### src/rtl/onehot_phase_sequencer.sv
// One-hot phase sequencer: phase index, per-phase programmable dwell timer, registered one-hot output.
// Optional macro PHASE_SKIP_EN adds skip_mask to skip masked phases on advance and start.
module onehot_phase_sequencer #(
  parameter int N_PHASES      = 8,
  parameter int SEL_W         = $clog2(N_PHASES),
  parameter int DWELL_W       = 8,
  parameter int DEFAULT_DWELL = 5
) (
  input  logic                clk,
  input  logic                reset,
  input  logic                tick,
  input  logic                start,
  input  logic                stop,
  input  logic                hold,
  input  logic                cfg_we,
  input  logic [SEL_W-1:0]    cfg_addr,
  input  logic [DWELL_W-1:0]  cfg_data,
`ifdef PHASE_SKIP_EN
  input  logic [N_PHASES-1:0] skip_mask,
`endif
  output logic [SEL_W-1:0]    phase_idx,
  output logic [N_PHASES-1:0] phase_onehot,
  output logic                phase_step,
  output logic                busy,
  output logic [1:0]          fsm_state
);

  typedef enum logic [1:0] {IDLE = 2'd0, RUN = 2'd1, HOLD = 2'd2} state_t;

  state_t             state;
  logic [DWELL_W-1:0] cnt;
  logic [DWELL_W-1:0] dwell [N_PHASES];

  logic [DWELL_W-1:0] dwell_cur;
  logic [DWELL_W-1:0] last_cnt;
  logic               expire;
  logic               cfg_ok;
  logic [SEL_W-1:0]   adv_idx;
  logic               adv_ok;
  logic [SEL_W-1:0]   first_idx;

  assign fsm_state = state;

  function automatic logic [SEL_W-1:0] wrap_inc(input logic [SEL_W-1:0] i);
    return (i == SEL_W'(N_PHASES - 1)) ? '0 : i + 1'b1;
  endfunction

  // A zero dwell behaves as a one-tick dwell; >= keeps cnt from ever wrapping after a shrink.
  assign dwell_cur = dwell[phase_idx];
  assign last_cnt  = (dwell_cur == '0) ? '0 : dwell_cur - 1'b1;
  assign expire    = (cnt >= last_cnt);
  assign cfg_ok    = ({1'b0, cfg_addr} < (SEL_W + 1)'(N_PHASES));

`ifdef PHASE_SKIP_EN
  logic [SEL_W-1:0] probe;
  always_comb begin
    adv_idx   = phase_idx;
    adv_ok    = 1'b0;
    first_idx = '0;
    probe     = phase_idx;
    for (int k = 1; k <= N_PHASES; k++) begin
      probe = wrap_inc(probe);
      if (!adv_ok && !skip_mask[probe]) begin
        adv_ok  = 1'b1;
        adv_idx = probe;
      end
    end
    for (int k = N_PHASES - 1; k >= 0; k--) begin
      if (!skip_mask[k]) first_idx = SEL_W'(k);
    end
  end
`else
  always_comb begin
    adv_idx   = wrap_inc(phase_idx);
    adv_ok    = 1'b1;
    first_idx = '0;
  end
`endif

  always_ff @(posedge clk) begin
    if (reset) begin
      state        <= IDLE;
      phase_idx    <= '0;
      phase_onehot <= '0;
      phase_step   <= 1'b0;
      busy         <= 1'b0;
      cnt          <= '0;
      for (int i = 0; i < N_PHASES; i++) dwell[i] <= DWELL_W'(DEFAULT_DWELL);
    end else begin
      phase_step <= 1'b0;
      if (cfg_we && cfg_ok) dwell[cfg_addr] <= cfg_data;
      case (state)
        IDLE: begin
          if (start && !stop) begin
            state        <= RUN;
            phase_idx    <= first_idx;
            phase_onehot <= N_PHASES'(1) << first_idx;
            busy         <= 1'b1;
            cnt          <= '0;
          end
        end
        RUN: begin
          if (stop) begin
            state        <= IDLE;
            phase_idx    <= '0;
            phase_onehot <= '0;
            busy         <= 1'b0;
            cnt          <= '0;
          end else if (hold) begin
            state <= HOLD;
          end else if (tick) begin
            if (expire) begin
              cnt <= '0;
              // With every phase masked the index stays put and no step is reported.
              if (adv_ok && (adv_idx != phase_idx)) begin
                phase_idx    <= adv_idx;
                phase_onehot <= N_PHASES'(1) << adv_idx;
                phase_step   <= 1'b1;
              end
            end else begin
              cnt <= cnt + 1'b1;
            end
          end
        end
        HOLD: begin
          if (stop) begin
            state        <= IDLE;
            phase_idx    <= '0;
            phase_onehot <= '0;
            busy         <= 1'b0;
            cnt          <= '0;
          end else if (!hold) begin
            state <= RUN;
          end
        end
        default: begin
          state        <= IDLE;
          phase_idx    <= '0;
          phase_onehot <= '0;
          busy         <= 1'b0;
          cnt          <= '0;
        end
      endcase
    end
  end

endmodule

### config.mk
export PLATFORM = sky130hd
export DESIGN_NAME = onehot_phase_sequencer
export DESIGN_NICKNAME = d
export VERILOG_FILES = /design/src/rtl/onehot_phase_sequencer.sv
export SDC_FILE = /design/constraint.sdc
export NUM_CORES = 1
export LEC_CHECK = 0
export ABC_CLOCK_PERIOD_IN_PS = 3800
export CAP_MARGIN = 20
export CORE_MARGIN = 2
export CORE_UTILIZATION = 35
export CTS_CLUSTER_SIZE = 20
export DETAILED_ROUTE_END_ITERATION = 10
export GPL_TIMING_DRIVEN = 0
export PLACE_DENSITY_LB_ADDON = 0.1
export REMOVE_ABC_BUFFERS = 1
export SYNTH_ARGS = -nofsm -noshare
export SYNTH_HDL_FRONTEND = slang
export SYNTH_SLANG_ARGS = --single-unit
export TNS_END_PERCENT = 1
### constraint.sdc
create_clock -name clk -period 3.8 [get_ports clk]
set_input_delay 0.38 -clock clk [delete_from_list [all_inputs] [get_ports clk]]
set_output_delay 0.38 -clock clk [all_outputs]
set_load 0.01 [all_outputs]
==> results of run 1 <==
## per-layer routing
layer / GRT usage, % / vias to the layer above / part of all wire, %
met5: 0 / - / 0
met4: 6.25 / 0 / 2.3
met3: 3.94 / 16 / 4.0
met2: 28.8 / 54 / 50
met1: 20.7 / 1579 / 44
li1: - / 1601 / -
## placed cells by master (no fill, tap or decap), drive strengths merged, types with 10 or more instances in the layout
cell type / n
buf: 16
clkdlybuf4s50: 32
ha: 20
nor2: 32
nand2b: 11
inv: 16
nand2: 18
o21ai: 15
nor3: 10
clkbuf: 10
dfxtp: 26
a21oi: 15
mux4: 16
or3: 17
edfxtp: 64
and2: 49
## logic make-up (layout without fill, tap and decap cells)
group           count (synthesis)  in the layout
xor+xnor                        8              8
mux                            27             27
simple gates                  172            172
buf+inv                        26             78
compound gates                 59             59
fa+ha+maj                      20             20
flops                          90             90
## repair_timing
item,in CTS,in global routing
pin swaps,2,10
cloned,0,1
endpoints found under the hold margin,0,0
setup endpoints to repair,23,20
setup buffers,5,4
resized for setup,14,24
## path summary, 6_finish.rpt
kind	from	end	slack, ns	cells after the start
max reg2reg	flop	phase_onehot[2]$_SDFFE_PP0P_	0.19	14
min	phase_onehot[7]$_SDFFE_PP0P_	phase_onehot[7]$_SDFFE_PP0P_	0.48	1
min reg2reg	phase_onehot[7]$_SDFFE_PP0P_	phase_onehot[7]$_SDFFE_PP0P_	0.48	1
max	flop	phase_onehot[2]$_SDFFE_PP0P_	0.19	14
## power groups by stage
stage                     clock network (mW)  logic, mW  registers, mW
after CTS                               1.07      0.232           1.13
after global placement                     0      0.220           1.15
after global routing                    1.11      0.268           1.14
after floorplan                            0      0.132           1.14
final                                   1.05      0.241           1.13
after detailed placement                   0      0.227           1.16
## flip-flops by register name, indices dropped and copies added, names as in the netlist, named ones only
signal        flops
busy              1
cnt               8
dwell            64
fsm_state         2
phase_idx         3
phase_onehot      8
phase_step        1
## cell type report
type	instances	area share, %
tap	176	3.75
clock inverter	7	2.09
timing repair buffer	49	8.46
sequential	90	41.8
clock buffer	9	3.83
inverter	13	0.831
multi-input combinational	286	39.3
## stage by stage
stage,area [um2],hold slack (ns),setup slack (ns),instances,utilization [%]
global placement,5190,0.461,-0.891,597,39.4
floorplan,4650,0.449,-0.132,389,-
detailed placement,5260,0.460,-0.865,604,39.9
CTS,5690,0.480,0.0273,625,43.2
global route,5870,0.499,0.0334,630,44.5
finish,5870,0.482,0.186,630,44.5
## worst reg2reg max path, stage by stage (launching register included)
cell and delay, ns:
dfxtp_4 0.40, buf_16 0.15, or4b_4 0.46, o41ai_2 0.10, o221ai_2 0.23, or3_4 0.45, nand2b_4 0.09, ha_4 0.19
nor2b_1 0.12, o211a_1 0.26, o311ai_4 0.38, nand2_2 0.16, buf_6 0.15, and4_4 0.19, a22o_1 0.17
==> summary.md, run 1 <==
| Metric | Value |
|---|---|
| Status | `finished, final reports clean` |
| Setup repair after global routing missed its margin | `no` |
| Critical Path RT | `around 4 ns` |
| Synth top area cells | `edfxtp_1 41%, dfxtp_1 11%, mux4_2 7.6%` |
| Final slew viol count | `0` |
| Global-route wire length before repair | `18200 um` |
| Worst Path Arrival | `3.86 ns` |
| Drt first pass iters | `4` |
| Mean area per synthesized cell | `11.7 um2` |
| Period minus WS final | `roughly 3.6 ns` |
| Distinct cells, synth | `53` |
| Inserted Clock Buffers | `9` |
| Synth-to-Final Area Change | `24.6%` |
| Clk Latency, worst-skew pair | `~0.35 ns` |
| Synth Cell Area | `4720 um2` |
| Worst setup SP type | `flop` |
| CP Class | `flop to flop` |
| Largest net degree at the start of global routing | `25` |
| Layout fillers | `roughly 1200` |
| NetSw | `0.567 mW` |
| Post-synth top area cell | `edfxtp_1` |
| Vias in the first global route | `around 3400` |
| Internal power | `approximately 1.9 mW` |
| Number of clock sinks | `90` |
| Clock power frac | `43.2%` |
| CP Max Fanout | `12` |
| Most frequent cell after synthesis | `edfxtp_1` |
| Hold_buf cts | `0` |
| Initial antenna violation count | `0` |
| Sequential share of power | `a little under half` |
| Final Cycle Share | `between 90% and 100%` |
| Max incr delay on CP | `between 0.4 and 0.5 ns` |
| Sequential area share after synthesis | `51.8%` |
| Die Ht | `120 um` |
| FF+latch area | `between 2000 and 2500 um2` |
| Crit path max-delay family | `simple AND/OR/NAND/NOR gates` |
| Tot GR Track Use | `16.9%` |
| Switching part of the total power | `about a quarter` |
| Post-synthesis adder-cell area fraction | `under 10%` |
| First DRT Iteration DRCs | `around 200` |
| WL final | `between 10000 and 15000 um` |
| Clk root buf | `clkbuf_16` |
| Mapped Cells | `roughly 400` |
| Die Width | `between 100 and 150 um` |
| Worst path bufs/invs | `2` |
| Slowest cell on crit path | `or4b_4` |
| Drt via density | `5.16` |
| Vias | `about 3300` |
| Top cell type's share of synthesized area | `approximately two fifths` |
| Placeable Area | `between 10000 and 15000 um2` |
| DP HPWL | `8330 um` |
| Combinational Power Share | `between 10% and 20%` |
| # rows | `42` |
| Main synth FF type | `edfxtp_1` |
| Post-synth top cells | `64 x edfxtp_1, 49 x and2_1, 32 x nor2_1` |
| Synth Area in Compound Gates | `about 8.3%` |
| Setup_tns | `0 ns` |
| Top-Level Pins | `33` |
| Clock skew | `~0.0090 ns` |
| Layout cells sized above 1 | `between 10% and 20%` |
| Final nets | `~500` |
| Async S/R FF share, synth | `0%` |
| Worst slew pin tran | `roughly 0.97 ns` |
| # setup viols final | `0` |
| Area taken by multi-input logic gates | `2310 um2` |
| Post-synth EDFFs | `64` |
| P_leak | `roughly 2.0 nW` |
| Power Dens Cells | `~410 nW/um2` |
| Combinational family with the most area after synthesis | `simple AND/OR/NAND/NOR gates` |
| CP Capture Type | `flop` |
| DRT antenna net count | `0` |
| Clock Tree Buf Depth | `2` |
| Area of the die | `14400 um2` |
| Total power | `roughly 2.4 mW` |
| Max_slew headroom | `roughly a third` |
| MaxCap Viol Count | `0` |
| IO Port Bufs | `32` |
| Global route total overflow | `0` |
| Average wire per standard cell | `approximately 18 um` |
| CTS tree | `done` |
| Final Wtd Congestion | `about 0.84` |
| Hold crit path type | `flop to flop` |
| Starting Density | `35.8%` |
| XOR/XNOR Fraction of Synth Area | `under 10%` |
| Simple-Gate Fraction of Synth Area | `between 20% and 30%` |
| Final Hold Fails | `0` |
| CP Cell Sequence | `buf_16 > or4b_4 > o41ai_2 > o221ai_2 > or3_4 > nand2b_4 > ha_4 > nor2b_1 > o211a_1 > o311ai_4 > nand2_2 > buf_6 > and4_4 > a22o_1` |
| VDD IR max | `0.263 mV` |
| #FFs+latches synth | `90` |
| N_diodes | `0` |
| Post-synthesis mux area share | `10.1%` |
| CTS clock-pin slew for the worst setup and hold paths | `around 0.060 ns` |
| DRC | `0` |
| H-tree Lvls | `3` |
| Yosys warns | `0` |
| Highest clock rate | `277 MHz` |
Power figures use the tool's default switching activity.
==> inputs of run 2 (changes only) <==
==> constraint.sdc (replaced) <==
create_clock -name clk -period 3.8 [get_ports clk]
set_input_delay 0.38 -clock clk [delete_from_list [all_inputs] [get_ports clk]]
set_output_delay 0.38 -clock clk [all_outputs]
set_load 0.02 [all_outputs]
==> results of run 2 <==
Same layout as run 1 (identical final DEF). Status: finished, final reports clean.
